## config.mk

```make
export PLATFORM = sky130hd
export DESIGN_NAME = game_tick_gen
export DESIGN_NICKNAME = d
export VERILOG_FILES = /design/src/rtl/game_timing_pkg.sv /design/src/rtl/tick_prescaler.sv /design/src/rtl/game_tick_gen.sv
export SDC_FILE = /design/constraint.sdc
export NUM_CORES = 1
export LEC_CHECK = 0
export ABC_AREA = 1
export BUFFER_PORTS_ARGS = -buffer_cell sky130_fd_sc_hd__buf_4
export CORE_ASPECT_RATIO = 1.1
export CORE_MARGIN = 4
export CORE_UTILIZATION = 35
export DETAILED_ROUTE_END_ITERATION = 8
export PLACE_DENSITY = 0.6
export SLEW_MARGIN = 20
export SYNTH_ARGS = -nofsm -noshare
export SYNTH_HDL_FRONTEND = slang
export SYNTH_HIERARCHICAL = 1
export SYNTH_SLANG_ARGS = --single-unit
```

## constraint.sdc

```tcl
create_clock -name clk -period 2.3 [get_ports clk]
set_input_delay 0.46 -clock clk [delete_from_list [all_inputs] [get_ports clk]]
set_output_delay 0.46 -clock clk [all_outputs]
set_load 0.005 [all_outputs]
```

## src/rtl/game_timing_pkg.sv

```systemverilog
// Timing constants shared by the tick generator and the ball/paddle movers.
// Defaults give a 3 Hz base rate at 100 MHz with seven speed steps.
package game_timing_pkg;

    localparam int unsigned CLK_HZ        = 100_000_000;
    localparam int unsigned DEF_CNT_W     = 27;
    localparam int unsigned DEF_BASE_DIV  = 33_333_333;
    localparam int unsigned DEF_STEP_DIV  = 3_333_333;
    localparam int unsigned DEF_MAX_LEVEL = 7;

    // Smallest width that can hold 0..max_level.
    function automatic int unsigned level_width(input int unsigned max_level);
        return (max_level < 2) ? 1 : $clog2(max_level + 1);
    endfunction

    localparam int unsigned DEF_LVL_W = level_width(DEF_MAX_LEVEL);

    // Per-cycle action on the level/divisor state, in priority order.
    typedef enum logic [1:0] {
        CTRL_RUN,
        CTRL_STEP,
        CTRL_BASE
    } ctrl_e;

endpackage

```

## src/rtl/tick_prescaler.sv

```systemverilog
// Period counter: counts enabled cycles 0..div_i-1 and flags the terminal count.
// A restart forces the count back to zero and takes priority over counting.
module tick_prescaler
    import game_timing_pkg::*;
#(
    parameter int unsigned CNT_W = DEF_CNT_W
) (
    input  logic             clk,
    input  logic             reset,
    input  logic             enable_i,
    input  logic             restart_i,
    input  logic [CNT_W-1:0] div_i,
    output logic             wrap_o
);

    logic [CNT_W-1:0] cnt_q;
    logic [CNT_W-1:0] cnt_d;
    logic             terminal;

    assign terminal = (cnt_q == div_i - CNT_W'(1));
    assign wrap_o   = enable_i & terminal;

    // NOTE: cnt_d takes a default before any branch so no path leaves it unassigned (no latch).
    always_comb begin
        cnt_d = cnt_q;
        if (restart_i) begin
            cnt_d = '0;
        end else if (enable_i) begin
            cnt_d = terminal ? '0 : cnt_q + CNT_W'(1);
        end
    end

    // NOTE: state registers use non-blocking assignment so every flop samples pre-edge values.
    always_ff @(posedge clk) begin
        if (reset) begin
            cnt_q <= '0;
        end else begin
            cnt_q <= cnt_d;
        end
    end

endmodule

```

## src/rtl/game_tick_gen.sv

```systemverilog
// Game-speed tick generator: one-cycle tick per period, speed levels that shorten
// the period, pause, speed reset, and a blink output toggling on every tick.
module game_tick_gen
    import game_timing_pkg::*;
#(
    parameter int unsigned CNT_W     = DEF_CNT_W,
    parameter int unsigned BASE_DIV  = DEF_BASE_DIV,
    parameter int unsigned STEP_DIV  = DEF_STEP_DIV,
    parameter int unsigned MAX_LEVEL = DEF_MAX_LEVEL,
    parameter int unsigned LVL_W     = DEF_LVL_W
) (
    input  logic             clk,
    input  logic             reset,
    input  logic             enable,
    input  logic             speed_up,
    input  logic             speed_rst,
    output logic             tick,
    output logic             blink,
    output logic [LVL_W-1:0] level,
    output logic             at_max
);

    if (MAX_LEVEL < 1 || BASE_DIV < MAX_LEVEL * STEP_DIV + 2 ||
        64'(BASE_DIV) >= (64'd1 << CNT_W) || (64'd1 << LVL_W) <= 64'(MAX_LEVEL)) begin : g_bad_params
        $error("game_tick_gen: illegal parameter combination");
    end

    localparam logic [CNT_W-1:0] BASE_C = CNT_W'(BASE_DIV);
    localparam logic [CNT_W-1:0] STEP_C = CNT_W'(STEP_DIV);
    localparam logic [LVL_W-1:0] MAX_C  = LVL_W'(MAX_LEVEL);

    logic [CNT_W-1:0] div_q,   div_d;
    logic [LVL_W-1:0] level_q, level_d;
    logic             tick_q,  tick_d;
    logic             blink_q, blink_d;
    ctrl_e            ctrl;
    logic             restart;
    logic             wrap;

    // Speed reset beats speed-up; speed-up at the top level is ignored entirely.
    always_comb begin
        ctrl = CTRL_RUN;
        if (speed_rst) begin
            ctrl = CTRL_BASE;
        end else if (speed_up && (level_q < MAX_C)) begin
            ctrl = CTRL_STEP;
        end
    end

    assign restart = (ctrl != CTRL_RUN);

    tick_prescaler #(
        .CNT_W (CNT_W)
    ) u_prescaler (
        .clk       (clk),
        .reset     (reset),
        .enable_i  (enable),
        .restart_i (restart),
        .div_i     (div_q),
        .wrap_o    (wrap)
    );

    always_comb begin
        level_d = level_q;
        div_d   = div_q;
        blink_d = blink_q;
        tick_d  = 1'b0;
        unique case (ctrl)
            CTRL_BASE: begin
                level_d = '0;
                div_d   = BASE_C;
            end
            CTRL_STEP: begin
                level_d = level_q + LVL_W'(1);
                div_d   = div_q - STEP_C;
            end
            default: begin
                if (wrap) begin
                    tick_d  = 1'b1;
                    blink_d = ~blink_q;
                end
            end
        endcase
    end

    always_ff @(posedge clk) begin
        if (reset) begin
            div_q   <= BASE_C;
            level_q <= '0;
            tick_q  <= 1'b0;
            blink_q <= 1'b0;
        end else begin
            div_q   <= div_d;
            level_q <= level_d;
            tick_q  <= tick_d;
            blink_q <= blink_d;
        end
    end

    assign tick   = tick_q;
    assign blink  = blink_q;
    assign level  = level_q;
    assign at_max = (level_q == MAX_C);

endmodule

```

==> summary.txt <==
Floorplanning
  – CORE AREA: 12590 sq um
  – Die Y: 126.9 um
  – Initial Utilization: 0.3571
  – Row count: 43
  – Die width: 116.1 um
  – # IOs: 11
  – Full die area: 14720 sq um

Critical path
  – Maximum fanout along the worst path: 5
  – Worst path bufs/invs: 2
  – Kind of critical path: flip-flop to flip-flop
  – Critical Path End Type: flip-flop
  – Crit-path leading delay family: simple AND/OR/NAND/NOR gates
  – Cell Chain, Critical Path: inv_2 -> nand2_1 -> nor2_1 -> nand3_1 -> o21ai_0 -> nand2_1 -> nor2_1 -> nand2_1 -> nor2_2 -> nand4_4 -> inv_1 -> nand2_2 -> or2_0 -> a21oi_1
  – Slowest CP cell: dfxtp_1
  – Cell mode on critical path: nand2_1
  – Critical Path RT: 2580 ps
  – Crit path arrival time: 2420 ps
  – Crit start category: flip-flop
  – Reg-to-Reg Start: div_q[2]
  – Max incr delay on CP: 350 ps
  – Worst setup path startpoint: div_q[2]

Clock tree
  – Clock slew at reported path FFs: 50 ps
  – Hold_buf cts: 0
  – Clk_lat worst skew: 340 ps
  – CTS Buf Count: 9
  – H-tree Lvls: 3
  – Longest Clk Path Bufs: 2
  – Clk sinks: 59
  – CTS tree: built
  – Clock Tree Root: clkbuf_16

Drt
  – Wire per inst: 12.51 um
  – DR DRC count: 0
  – DR iter-0 viols: 296
  – Final Routed Wirelength: 12030 um
  – Drt first pass iters: 5
  – Post-route ant nets: 0
  – Via count: 4608
  – Via density: 4.795

Logic synthesis
  – Ys flop type: dfxtp_1
  – Synth Warn #: 6
  – Synthesized area: 4496 sq um
  – Post-synth EDFFs: 0
  – Post-synth cell types: 37
  – Synth Area per Inst: 5.994 sq um
  – Seq/Total Area, Yosys: 0.2627
  – Net count after synthesis: 760
  – Asr flop ratio synth: 0
  – Syn Inst Count: 750
  – Number of synthesized register bits: 59

STA
  – Slew HR: 0.7426
  – Skew final: 8.231 ps
  – Min Tclk post-route: 2145 ps
  – Slew @ Worst Pin: 383.2 ps
  – Max Fclk: 466.2 MHz
  – Count of final setup violators: 0
  – Final slew viol count: 0
  – Period utilisation layout: 0.9326
  – Tightest hold margin: 324.7 ps
  – Fin. Hold Viols: 0

Worst hold path
  – Worst hold start: reset
  – Hold Crit Class: input pin to flip-flop

Placement
  – Port Buf Inserts: 10
  – GPL Wtd Cong: 0.9447
  – Post-Place Cells: 945
  – DP HPWL: 9464 um

Pwr
  – Logic pwr share: 0.123
  – Switch Pwr: 0.7054 mW
  – Seq pwr share: 0.411
  – Power Internal: 1.905 mW
  – Power Density: 489.2 nW/um^2
  – Sw frac: 0.2702
  – Power, Total: 2.610 mW
  – VDD IR max: 0.3540 mV
  – Clock share of power: 0.467
  – Leak: 2.359 nW

Layout
  – Post-Layout Cell Count: 961
  – Commonest cells after routing, fill and taps aside: 210 x nand2_1, 102 x inv_1, 100 x nor2_1
  – Layout cells sized above 1: 0.1555
  – Commonest non-fill, non-tap cell in the layout: nand2_1
  – Nets: 810
  – Layout area overhead: 18.70%
  – Diodes inserted: 0

Global route
  – First-pass GRT wire length: 19980 um
  – Total GRT Usage: 0.1721
  – Largest net degree at the start of global routing: 27
  – Antenna violations before repair: 0
  – Grt ovf: 0
  – Vias in the first global route: 4257

Outcome
  – Status: finished clean

Run
  – Max cap viols: 0
[per-stage QoR]
step / util / worst slack (ps) / setup TNS, ps / cell area [sq um]
after detailed placement: 0.3956 / 1.309 / 0 / 4981
after CTS: 0.4164 / 3.010 / 0 / 5243
final: 0.4239 / 155.1 / 0 / 5336
after floorplan: - / 148.3 / 0 / 4496
after global placement: 0.3956 / 31.61 / 0 / 4981
after global routing: 0.4239 / -17.87 / -17.87 / 5336
[worst paths after layout]
path                                  to  slack [ps]  depth (start not counted)
worst max register to register     blink         160                         14
worst max-delay path               blink         160                         14
worst min register to register     blink         480                          2
worst min-delay path            div_q[1]         320                          2
[cells by family after synthesis]
family | count (synthesis) | share of synthesized area
AND/OR/NAND/NOR | 466 | 0.4628
flip-flops | 59 | 0.2627
adder cells (fa/ha/maj) | 5 | 0.01392
buffers and inverters | 116 | 0.1063
AO/OA/AOI/OAI | 63 | 0.07431
XOR/XNOR | 41 | 0.07988
[layout make-up]
class	instances	area [sq um]
Timing Repair Buffer	47	365.4
Clock inverter	3	15.01
Fill cell	1369	7253
Multi-Input combinational cell	576	2924
Sequential cell	59	1187
Inverter	107	401.6
Clock buffer	12	246.5
Tap cell	157	196.4
[cell usage after synthesis, drive strengths merged (2+ instances only)]
cell type / instances / share of area
xor2: 29 / 0.056
o21ai: 26 / 0.030
clkbuf: 2 / 0.0017
and2: 2 / 0.0028
nor4: 2 / 0.0028
inv: 107 / 0.089
buf: 7 / 0.015
xnor2: 12 / 0.023
o22ai: 2 / 0.0028
o21bai: 2 / 0.0033
a21oi: 30 / 0.033
nand2: 218 / 0.19
ha: 5 / 0.014
nand3b: 5 / 0.0084
nand3: 69 / 0.082
nand4: 17 / 0.025
or2: 3 / 0.0042
dfxtp: 59 / 0.26
nor2: 135 / 0.13
nor3: 14 / 0.017
[worst register-to-register path: stages, from the launching register on]
cell	delay (ps)
dfxtp_1	350
inv_2	120
nand2_1	70
nor2_1	140
nand3_1	160
o21ai_0	240
nand2_1	90
nor2_1	90
nand2_1	60
nor2_2	170
nand4_4	130
inv_1	90
nand2_2	60
or2_0	200
a21oi_1	110
[flip-flops by register name, summed over array words and instances, names as in the netlist]
| signal | flops |
|---|---|
| blink | 1 |
| div_q | 27 |
| level | 3 |
| tick | 1 |
| u_prescaler/cnt_q | 27 |
[power groups by stage]
| stage | combinational, mW | sequential [mW] | clock [mW] |
|---|---|---|---|
| global placement | 0.310 | 1.09 | 0 |
| finish | 0.320 | 1.07 | 1.22 |
| global route | 0.361 | 1.07 | 1.30 |
| floorplan | 0.202 | 1.09 | 0 |
| detailed placement | 0.310 | 1.09 | 0 |
| CTS | 0.312 | 1.07 | 1.25 |
[timing repair]
| item | 4_1_cts | 5_1_grt |
|---|---|---|
| pin swaps | 1 | 3 |
| cloned | 0 | 1 |
| gates resized for setup | 0 | 28 |
| setup buffers | 0 | 0 |
| setup endpoints to repair | 1 | 28 |
[routing by layer]
layer | wire length (um) | track usage | part of all wire
met3 | 487 | 0.04055 | 0.040
met4 | 310 | 0.07099 | 0.026
met5 | 0 | 0 | 0
met2 | 5460 | 0.2706 | 0.45
met1 | 5768 | 0.2252 | 0.48
Power figures use the tool's default switching activity.
